<file path="src/rtl/traffic_light_monitor.sv">
// rtl/traffic_light_monitor.sv - lamp-bus checker for a four-road junction (optional yellow timing: TLM_YELLOW_CHECK_EN)
module traffic_light_monitor #(
    parameter int YEL_MIN = 2,
    parameter int YEL_MAX = 8
) (
    input  logic        clk,
    input  logic        rst,
    input  logic [2:0]  light_M1,
    input  logic [2:0]  light_S,
    input  logic [2:0]  light_MT,
    input  logic [2:0]  light_M2,
    input  logic        err_clr,
    output logic        err_encoding,
    output logic        err_sequence,
    output logic        err_conflict,
    output logic        err_yellow,
    output logic        fault,
    output logic [7:0]  err_count,
    output logic [15:0] phase_count
);

    // Lamp encodings: bit2 red, bit1 yellow, bit0 green
    localparam logic [2:0] LAMP_R = 3'b100;
    localparam logic [2:0] LAMP_Y = 3'b010;
    localparam logic [2:0] LAMP_G = 3'b001;

    // Road indices into the packed bus arrays
    localparam int ROAD_M1 = 0;
    localparam int ROAD_S  = 1;
    localparam int ROAD_MT = 2;
    localparam int ROAD_M2 = 3;

    // A yellow window that cannot be met would make every yellow phase an error
    if (YEL_MIN > YEL_MAX) begin : g_bad_yel_window
        $error("traffic_light_monitor: YEL_MIN must not exceed YEL_MAX");
    end

    logic [3:0][2:0] cur_bus;
    logic [3:0][2:0] prev_bus;
    logic            first_q;

    logic [3:0]      legal;
    logic [3:0]      active;
    logic [3:0]      seq_bad;

    logic            enc_evt;
    logic            seq_evt;
    logic            con_evt;
    logic            yel_evt;
    logic            any_evt;
    logic            phase_evt;

    assign cur_bus = {light_M2, light_MT, light_S, light_M1};

    // Per-road decode: one-hot legality, active (green/yellow) and transition legality
    always_comb begin
        legal   = '0;
        active  = '0;
        seq_bad = '0;
        for (int i = 0; i < 4; i++) begin
            legal[i]  = (cur_bus[i] == LAMP_R) || (cur_bus[i] == LAMP_Y) ||
                        (cur_bus[i] == LAMP_G);
            active[i] = (cur_bus[i] == LAMP_G) || (cur_bus[i] == LAMP_Y);
            // prev_bus only ever holds legal values, so only the current value needs gating
            seq_bad[i] = legal[i] && !first_q &&
                         !((cur_bus[i] == prev_bus[i]) ||
                           (prev_bus[i] == LAMP_R && cur_bus[i] == LAMP_G) ||
                           (prev_bus[i] == LAMP_G && cur_bus[i] == LAMP_Y) ||
                           (prev_bus[i] == LAMP_Y && cur_bus[i] == LAMP_R));
        end
    end

    // Error events detected at this edge; M1 may run with M2 or MT, nothing may run with S
    always_comb begin
        enc_evt   = ~&legal;
        seq_evt   = |seq_bad;
        con_evt   = (active[ROAD_S] &&
                     (active[ROAD_M1] || active[ROAD_MT] || active[ROAD_M2])) ||
                    (active[ROAD_MT] && active[ROAD_M2]);
        any_evt   = enc_evt || seq_evt || con_evt || yel_evt;
        phase_evt = !first_q && (prev_bus[ROAD_M1] == LAMP_Y) &&
                    (cur_bus[ROAD_M1] == LAMP_R);
    end

    // Previous-value registers; the first sample after reset only seeds them
    always_ff @(posedge clk or negedge rst) begin
        if (!rst) begin
            prev_bus <= {4{LAMP_R}};
            first_q  <= 1'b1;
        end else begin
            first_q <= 1'b0;
            for (int i = 0; i < 4; i++) begin
                if (legal[i]) begin
                    prev_bus[i] <= cur_bus[i];
                end
            end
        end
    end

`ifdef TLM_YELLOW_CHECK_EN
    localparam int             YCW       = $clog2(YEL_MAX + 2);
    localparam logic [YCW-1:0] YCNT_MIN  = YCW'(YEL_MIN);
    localparam logic [YCW-1:0] YCNT_MAX  = YCW'(YEL_MAX);
    localparam logic [YCW-1:0] YCNT_SAT  = YCW'(YEL_MAX + 1);

    logic [3:0][YCW-1:0] ycnt_q;
    logic [3:0]          yel_bad;

    // Yellow too short at Y->R, or this sample is the first one past the maximum
    always_comb begin
        yel_bad = '0;
        for (int i = 0; i < 4; i++) begin
            yel_bad[i] = ((cur_bus[i] == LAMP_Y) && (ycnt_q[i] == YCNT_MAX)) ||
                         (!first_q && (prev_bus[i] == LAMP_Y) &&
                          (cur_bus[i] == LAMP_R) && (ycnt_q[i] < YCNT_MIN));
        end
    end

    assign yel_evt = |yel_bad;

    // Consecutive-yellow counters, saturating one past the legal maximum
    always_ff @(posedge clk or negedge rst) begin
        if (!rst) begin
            ycnt_q <= '0;
        end else begin
            for (int i = 0; i < 4; i++) begin
                if (cur_bus[i] == LAMP_Y) begin
                    if (ycnt_q[i] != YCNT_SAT) begin
                        ycnt_q[i] <= ycnt_q[i] + YCW'(1);
                    end
                end else begin
                    ycnt_q[i] <= '0;
                end
            end
        end
    end

    // Sticky yellow-timing flag
    always_ff @(posedge clk or negedge rst) begin
        if (!rst) begin
            err_yellow <= 1'b0;
        end else if (err_clr) begin
            err_yellow <= yel_evt;
        end else begin
            err_yellow <= err_yellow | yel_evt;
        end
    end
`else
    assign yel_evt    = 1'b0;
    assign err_yellow = 1'b0;
`endif

    // Sticky flags; a clear at the same edge as a new event leaves that event visible
    always_ff @(posedge clk or negedge rst) begin
        if (!rst) begin
            err_encoding <= 1'b0;
            err_sequence <= 1'b0;
            err_conflict <= 1'b0;
        end else if (err_clr) begin
            err_encoding <= enc_evt;
            err_sequence <= seq_evt;
            err_conflict <= con_evt;
        end else begin
            err_encoding <= err_encoding | enc_evt;
            err_sequence <= err_sequence | seq_evt;
            err_conflict <= err_conflict | con_evt;
        end
    end

    // Error-cycle counter, saturating at 255
    always_ff @(posedge clk or negedge rst) begin
        if (!rst) begin
            err_count <= '0;
        end else if (err_clr) begin
            err_count <= {7'd0, any_evt};
        end else if (any_evt && (err_count != 8'hFF)) begin
            err_count <= err_count + 8'd1;
        end
    end

    // Summary fault, one cycle behind the sticky flags
    always_ff @(posedge clk or negedge rst) begin
        if (!rst) begin
            fault <= 1'b0;
        end else begin
            fault <= err_encoding | err_sequence | err_conflict | err_yellow;
        end
    end

    // Completed M1 cycles, wrapping
    always_ff @(posedge clk or negedge rst) begin
        if (!rst) begin
            phase_count <= '0;
        end else if (phase_evt) begin
            phase_count <= phase_count + 16'd1;
        end
    end

endmodule
</file>
<file path="config.mk">
export PLATFORM = sky130hd
export DESIGN_NAME = traffic_light_monitor
export DESIGN_NICKNAME = d
export VERILOG_FILES = /design/src/rtl/traffic_light_monitor.sv
export SDC_FILE = /design/constraint.sdc
export NUM_CORES = 1
export LEC_CHECK = 0
export CAP_MARGIN = 20
export CORE_ASPECT_RATIO = 0.7
export CORE_UTILIZATION = 45
export DETAILED_ROUTE_END_ITERATION = 7
export PLACE_DENSITY = 0.81
export SLEW_MARGIN = 5
export SYNTH_ARGS = -nofsm -noshare
export SYNTH_HDL_FRONTEND = slang
export SYNTH_SLANG_ARGS = --single-unit
</file>
<file path="constraint.sdc">
create_clock -name clk -period 2.35 [get_ports clk]
set_clock_uncertainty 0.05 [all_clocks]
set_input_delay 0.235 -clock clk [delete_from_list [all_inputs] [get_ports clk]]
set_output_delay 0.235 -clock clk [all_outputs]
set_load 0.05 [all_outputs]
</file>
==> flow_summary.yaml, run 1 <==
synth:
  ys_warn_count: 0
  ys.flop_type: "dfrtp_1"
  yosysUniqueCellTypes: 49
  yosysSeqAreaShare: 0.437
  avgSynthCellArea_um2: 9.06
  synth_edf_count: 0
  ys_ff_latch: 41
  synth_cells: 261
  synth-async-reset-ratio: 1.00
  netlist_area_um2: 2360
final_layout:
  drive_above_1_share: 0.158
  nNetsFinal: 339
  diodes: 0
  area_growth_syn_to_layout_pct: 30.3
  fin_area_um2: 3080
grt:
  grt_use_met1: 0.298
  grt_pass1_vias: 2021
  antenna_found_initial: 0
  use_met2: 0.339
  grt_use_total: 0.216
  grt_first_pass_wirelength_um: 9250
  busiest_layer: "met2"
  use_met3: 0.0542
  grt_overflow: 0
  grt_max_degree: 42
setup_path:
  critical_path_class: "input pin to register"
  cp_cell_sequence: "clkdlybuf4s50_1 -> buf_4 -> xnor2_1 -> nor2_1 -> a21oi_1 -> o21ai_1 -> o31ai_2 -> buf_4 -> or3_1 -> a21oi_1"
  worstSetupEndpointType: "register"
  cp_max_fo: 12
  cp-start-kind: "input pin"
  critical_path_arrival_ns: 2.36
  critPathMaxStageDelay_ns: 0.58
  cp_slowest_cell: "clkdlybuf4s50_1"
  critical_path_required_ns: 2.51
  path_buf_inv: 3
  path_delay_family: "buffers and inverters"
sta:
  rsz0062_at_grt: "false"
  finalSetupViolCount: 0
  max_slew_margin: 0.415
  finalMaxSlewViolations: 0
  hold_viol: 0
  worst_pin_slew_ns: 0.878
  setup_slack_ns: 0.153
  period_needed_ns: 2.20
  finalCritPeriodShare: 0.935
  fin_tns_setup_ns: 0
  max_freq_ghz: 0.455
clocking:
  cts_max_level: 2
  cts.sinks: 41
  clkTransAtPathRegs_ns: 0.07
  tritoncts: "yes"
  cts_buffer_depth: 2
  worstSkewPairLatency_ns: 0.29
  cts_made_buffers: 5
  root_buffer: "clkbuf_8"
power:
  p_per_area_nw_per_um2: 599
  power_leakage_uw: 0.00133
  ir_worst_vdd_uv: 431
place:
  dp_slack_ns: -0.171
  place_area_um2: 2970
  portBuffers: 42
  place_hpwl_um: 3970
  place_congestion: 0.912
routing:
  first_pass_iters: 5
  drt_iter0_drc: 136
  antenna_left: 0
  routed_via_density: 5.47
  routed_wl_um: 5480
  drc: 0
  num_vias: 2139
  wire_per_inst_um: 14.0
floorplan:
  die_area_um2: 5550
  coreArea_um2: 4910
  row_count: 21
  die_x_um: 88.6
  die_h_um: 62.7
  io_pins: 44
  start_util: 0.481
outcome:
  status: "finished clean"
worst_hold_path:
  hold_path.class: "input pin to async pin"
flow_run:
  drv_cap: 0
==> cell usage in the layout (no fill, tap or decap), drive strengths merged, types with 2 or more instances in the layout <==
cell type and instances:
a211o 2, a21oi 22, a22oi 2, and2 3
and3 7, buf 29, clkbuf 5, clkdlybuf4s50 40
conb 2, dfrtp 36, dfstp 5, ha 2
inv 14, nand2 12, nand2b 2, nand3 12
nand4 4, nor2 29, nor3 2, nor3b 3
nor4 2, nor4b 3, o21ai 27, o22ai 3
o32ai 5, or3 6, xnor2 16, xor2 8
==> layout make-up <==
class / instances / area (um^2)
clock inverters: 2 / 35.0
multi-input cells: 190 / 1180
inverters: 14 / 52.6
flip-flops and latches: 41 / 1030
fillers: 406 / 1830
clock buffers: 5 / 68.8
well taps: 69 / 86.3
repair buffers: 70 / 628
==> report_power, final <==
group	internal, uW	switching (uW)	leakage [uW]
clock network	309	232	0.0000540
registers	771	78.6	0.000520
logic	189	267	0.000760
total	1270	577	0.00133
==> metal layers <==
layer,share of wire,vias to the layer above
met3,0.060,8
li1,-,1035
met4,0.012,0
met1,0.44,1017
met2,0.48,79
met5,0,-
==> per-stage QoR <==
step	instances	utilization	power, uW	hold WS (ns)
floorplan	262	-	1140	-0.111
detailed placement	384	0.605	1310	0.362
global placement	384	0.605	1290	0.362
global route	391	0.627	1940	0.0813
finish	391	0.627	1850	0.00758
CTS	391	0.626	1850	0.0471
==> synth_stat cells, drive strengths merged, types with 2 or more instances <==
cell	count	area [um^2]
inv	14	52.6
nand3	12	60.1
dfrtp	36	901
xnor2	16	140
nand2b	2	12.5
a22oi	2	15.0
nor4	2	12.5
a211o	2	17.5
ha	2	25.0
buf	16	106
nand2	12	45.0
and2	3	18.8
or3	6	37.5
nor3	2	10.0
and3	7	43.8
nor4b	3	26.3
dfstp	5	131
nor2	29	126
o22ai	3	18.8
nand4	4	25.0
a21oi	22	114
o21ai	27	135
o32ai	5	43.8
nor3b	3	22.5
xor2	8	70.1
==> worst paths after layout <==
check | cells past startpoint | slack [ns] | start | endpoint
max reg2reg | 8 | 0.17 | prev_bus[9] | err_count[7]
min reg2reg | 1 | 0.43 | phase_count[15] | phase_count[15]
min in group clk | 2 | 0.32 | light_S[1] | prev_bus[5]
max in group asynchronous | 1 | 1.69 | rst | phase_count[5]
max | 10 | 0.15 | light_S[0] | err_count[7]
min | 1 | 0.008 | rst | prev_bus[7]
==> flip-flops by register name, indices dropped and copies added (netlist names) <==
register,cells
err_conflict,1
err_count,8
err_encoding,1
err_sequence,1
fault,1
first_q,1
phase_count,16
prev_bus,12
==> kinds of logic after synthesis <==
logic type | count (synthesis) | synth area share
AND/OR/NAND/NOR | 88 | 0.196
AO/OA/AOI/OAI | 72 | 0.189
flip-flops | 41 | 0.437
buffers and inverters | 31 | 0.0688
XOR/XNOR | 24 | 0.0889
adder cells (fa/ha/maj) | 2 | 0.0106
multiplexers | 2 | 0.00899
other | 1 | 0.00159
==> what timing repair did <==
action	CTS	global route
gates resized for setup	0	2
hold buffers	0	0
setup endpoints to repair	0	4
setup buffers	0	0
endpoints found under the hold margin	0	0
Power figures use the tool's default switching activity.
==> inputs of run 2 (changes only) <==
==> constraint.sdc (replaced) <==
create_clock -name clk -period 2.65 [get_ports clk]
set_clock_uncertainty 0.05 [all_clocks]
set_input_delay 0.265 -clock clk [delete_from_list [all_inputs] [get_ports clk]]
set_output_delay 0.265 -clock clk [all_outputs]
set_load 0.05 [all_outputs]
==> run 2 against run 1 <==
  * Total power shrank 13%
  * Sequential cell count unchanged
  * Cell area is 4.4% lower
  * Register-to-register slack improved by 0.26 ns
  * Non-clock buffer count is 17 lower
  * Clock power down 10%
  * Via count down 5.6%
  * Largest cell class unchanged
==> flow_summary.yaml, run 2 (synthesis gave the netlist of run 1 again) <==
grt:
  grt_use_total: 0.203
  grt_overflow: 0
  antenna_found_initial: 0
  grt_pass1_vias: 1940
  grt_first_pass_wirelength_um: 8790
  grt_max_degree: 42
clocking:
  root_buffer: "clkbuf_8"
  post_cts_buffers: 0
  cts.sinks: 41
  tritoncts: "yes"
  holdBufCountCts: 0
  cts_buffer_depth: 2
  clkTransAtPathRegs_ns: 0.07
  cts_max_level: 2
  cts_made_buffers: 5
  cts_resized: 0
  worstSkewPairLatency_ns: 0.29
routing:
  wire_per_inst_um: 13.5
  met1Wirelength_um: 2490
  drt_iter0_drc: 195
  routed_wl_um: 5060
  routed_via_density: 5.40
  drc: 0
  first_pass_iters: 4
  num_vias: 2019
  routed.top_layer: "met4"
  antenna_left: 0
  dr_wl_met3_um: 187
  route.met2.wl_um: 2330
floorplan:
  die_x_um: 88.6
  die_h_um: 62.7
  row_count: 21
  start_util: 0.481
  coreArea_um2: 4910
  io_pins: 44
  die_area_um2: 5550
setup_path:
  cp-start-kind: "input pin"
  worstSetupEndpointType: "register"
  cp_max_fo: 12
  path_delay_family: "compound AO/OA/AOI/OAI gates"
  critical_path_class: "input pin to register"
  critical_path_arrival_ns: 2.52
  path_buf_inv: 2
  critical_path_required_ns: 2.80
  critPathMaxStageDelay_ns: 0.68
  cp_cell_sequence: "clkdlybuf4s50_1 -> nor2_1 -> a311o_1 -> a21oi_2 -> o2bb2ai_2 -> o31ai_2 -> buf_4 -> or3_1 -> a21oi_1"
  cp_slowest_cell: "clkdlybuf4s50_1"
final_layout:
  area_growth_syn_to_layout_pct: 24.6
  utilization: 0.600
  drive_above_1_share: 0.108
  mostFrequentLayoutCells: "41 x clkdlybuf4s50_1, 36 x dfrtp_1, 26 x nor2_1"
  fin_area_um2: 2950
  largest_register_ffs: 16
  stdcell_count: 374
  top_regs: "phase_count x16, prev_bus x12, err_count x8"
  layout.cells.most_common: "clkdlybuf4s50_1"
  nNetsFinal: 322
  regMostFlops: "phase_count"
  n_fill_cell: 427
  diodes: 0
sta:
  finalMaxSlewViolations: 0
  setup_slack_ns: 0.284
  period_needed_ns: 2.37
  max_freq_ghz: 0.423
  finalSetupViolCount: 0
  fin_tns_setup_ns: 0
  finalCritPeriodShare: 0.893
  worst_pin_slew_ns: 0.894
  max_slew_margin: 0.404
  rsz0062_at_grt: "false"
  hold_viol: 0
flow_run:
  drv_cap: 0
place:
  place_area_um2: 2840
  place_hpwl_um: 3610
  dp_slack_ns: 0.0318
  dpl.cell_count: 367
  portBuffers: 42
  place_congestion: 0.835
power:
  power_leakage_uw: 0.00124
  ir_worst_vdd_uv: 395
  p_per_area_nw_per_um2: 546
worst_hold_path:
  hold_path.class: "input pin to async pin"
outcome:
  status: "finished clean"
run 2: changes by cell type in the layout (fill, tap and decap cells not counted), sizes merged:
cell,before,now
buf,29,12
dlymetal6s2s,1,0
clkdlybuf4s50,40,41
run 2: cell type report:
| type | instances | area (um^2) | area share |
|---|---|---|---|
| timing repair buffer | 53 | 498 | 0.169 |
| clock inverter | 2 | 35.0 | 0.0119 |
| multi-input combinational | 190 | 1170 | 0.398 |
| sequential | 41 | 1030 | 0.350 |
| clock buffer | 5 | 68.8 | 0.0234 |
| inverter | 14 | 52.6 | 0.0178 |
| tap | 69 | 86.3 | 0.0293 |
run 2: path summary, 6_finish.rpt:
path	start	endpoint	slack [ns]	depth (start not counted)
max	light_S[1]	err_count[7]	0.28	9
min	rst	prev_bus[7]	0.05	1
max reg2reg	prev_bus[9]	err_count[7]	0.43	8
min reg2reg	phase_count[15]	phase_count[15]	0.41	1
max in group asynchronous	rst	phase_count[4]	1.95	1
min in group clk	phase_count[15]	phase_count[15]	0.41	1
run 2: through the flow:
| step | total power [uW] | hold slack [ns] |
|---|---|---|
| detailed placement | 1130 | 0.400 |
| global route | 1690 | 0.124 |
| CTS | 1620 | 0.0860 |
| floorplan | 1010 | -0.0806 |
| global placement | 1120 | 0.398 |
| finish | 1610 | 0.0498 |
run 2: power breakdown:
group | internal (uW) | leakage (uW) | switching, uW
logic | 148 | 0.000665 | 230
clock network | 274 | 0.0000540 | 210
registers | 683 | 0.000520 | 64.8
total | 1110 | 0.00124 | 505
run 2: per-layer routing:
| layer | GRT usage | up-vias |
|---|---|---|
| li1 | - | 1003 |
| met1 | 0.292 | 964 |
| met2 | 0.313 | 46 |
| met3 | 0.0396 | 6 |
| met4 | 0.0544 | 0 |
| met5 | 0 | - |
==> inputs of run 3 (changes only) <==
--- a/config.mk
+++ b/config.mk
@@ -10,7 +10,7 @@
 export CORE_UTILIZATION = 45
 export DETAILED_ROUTE_END_ITERATION = 7
 export PLACE_DENSITY = 0.81
-export SLEW_MARGIN = 5
+export SLEW_MARGIN = 10
 export SYNTH_ARGS = -nofsm -noshare
 export SYNTH_HDL_FRONTEND = slang
 export SYNTH_SLANG_ARGS = --single-unit
==> results of run 3 <==
The final DEF is identical to that of run 2; final timing and power are the same.
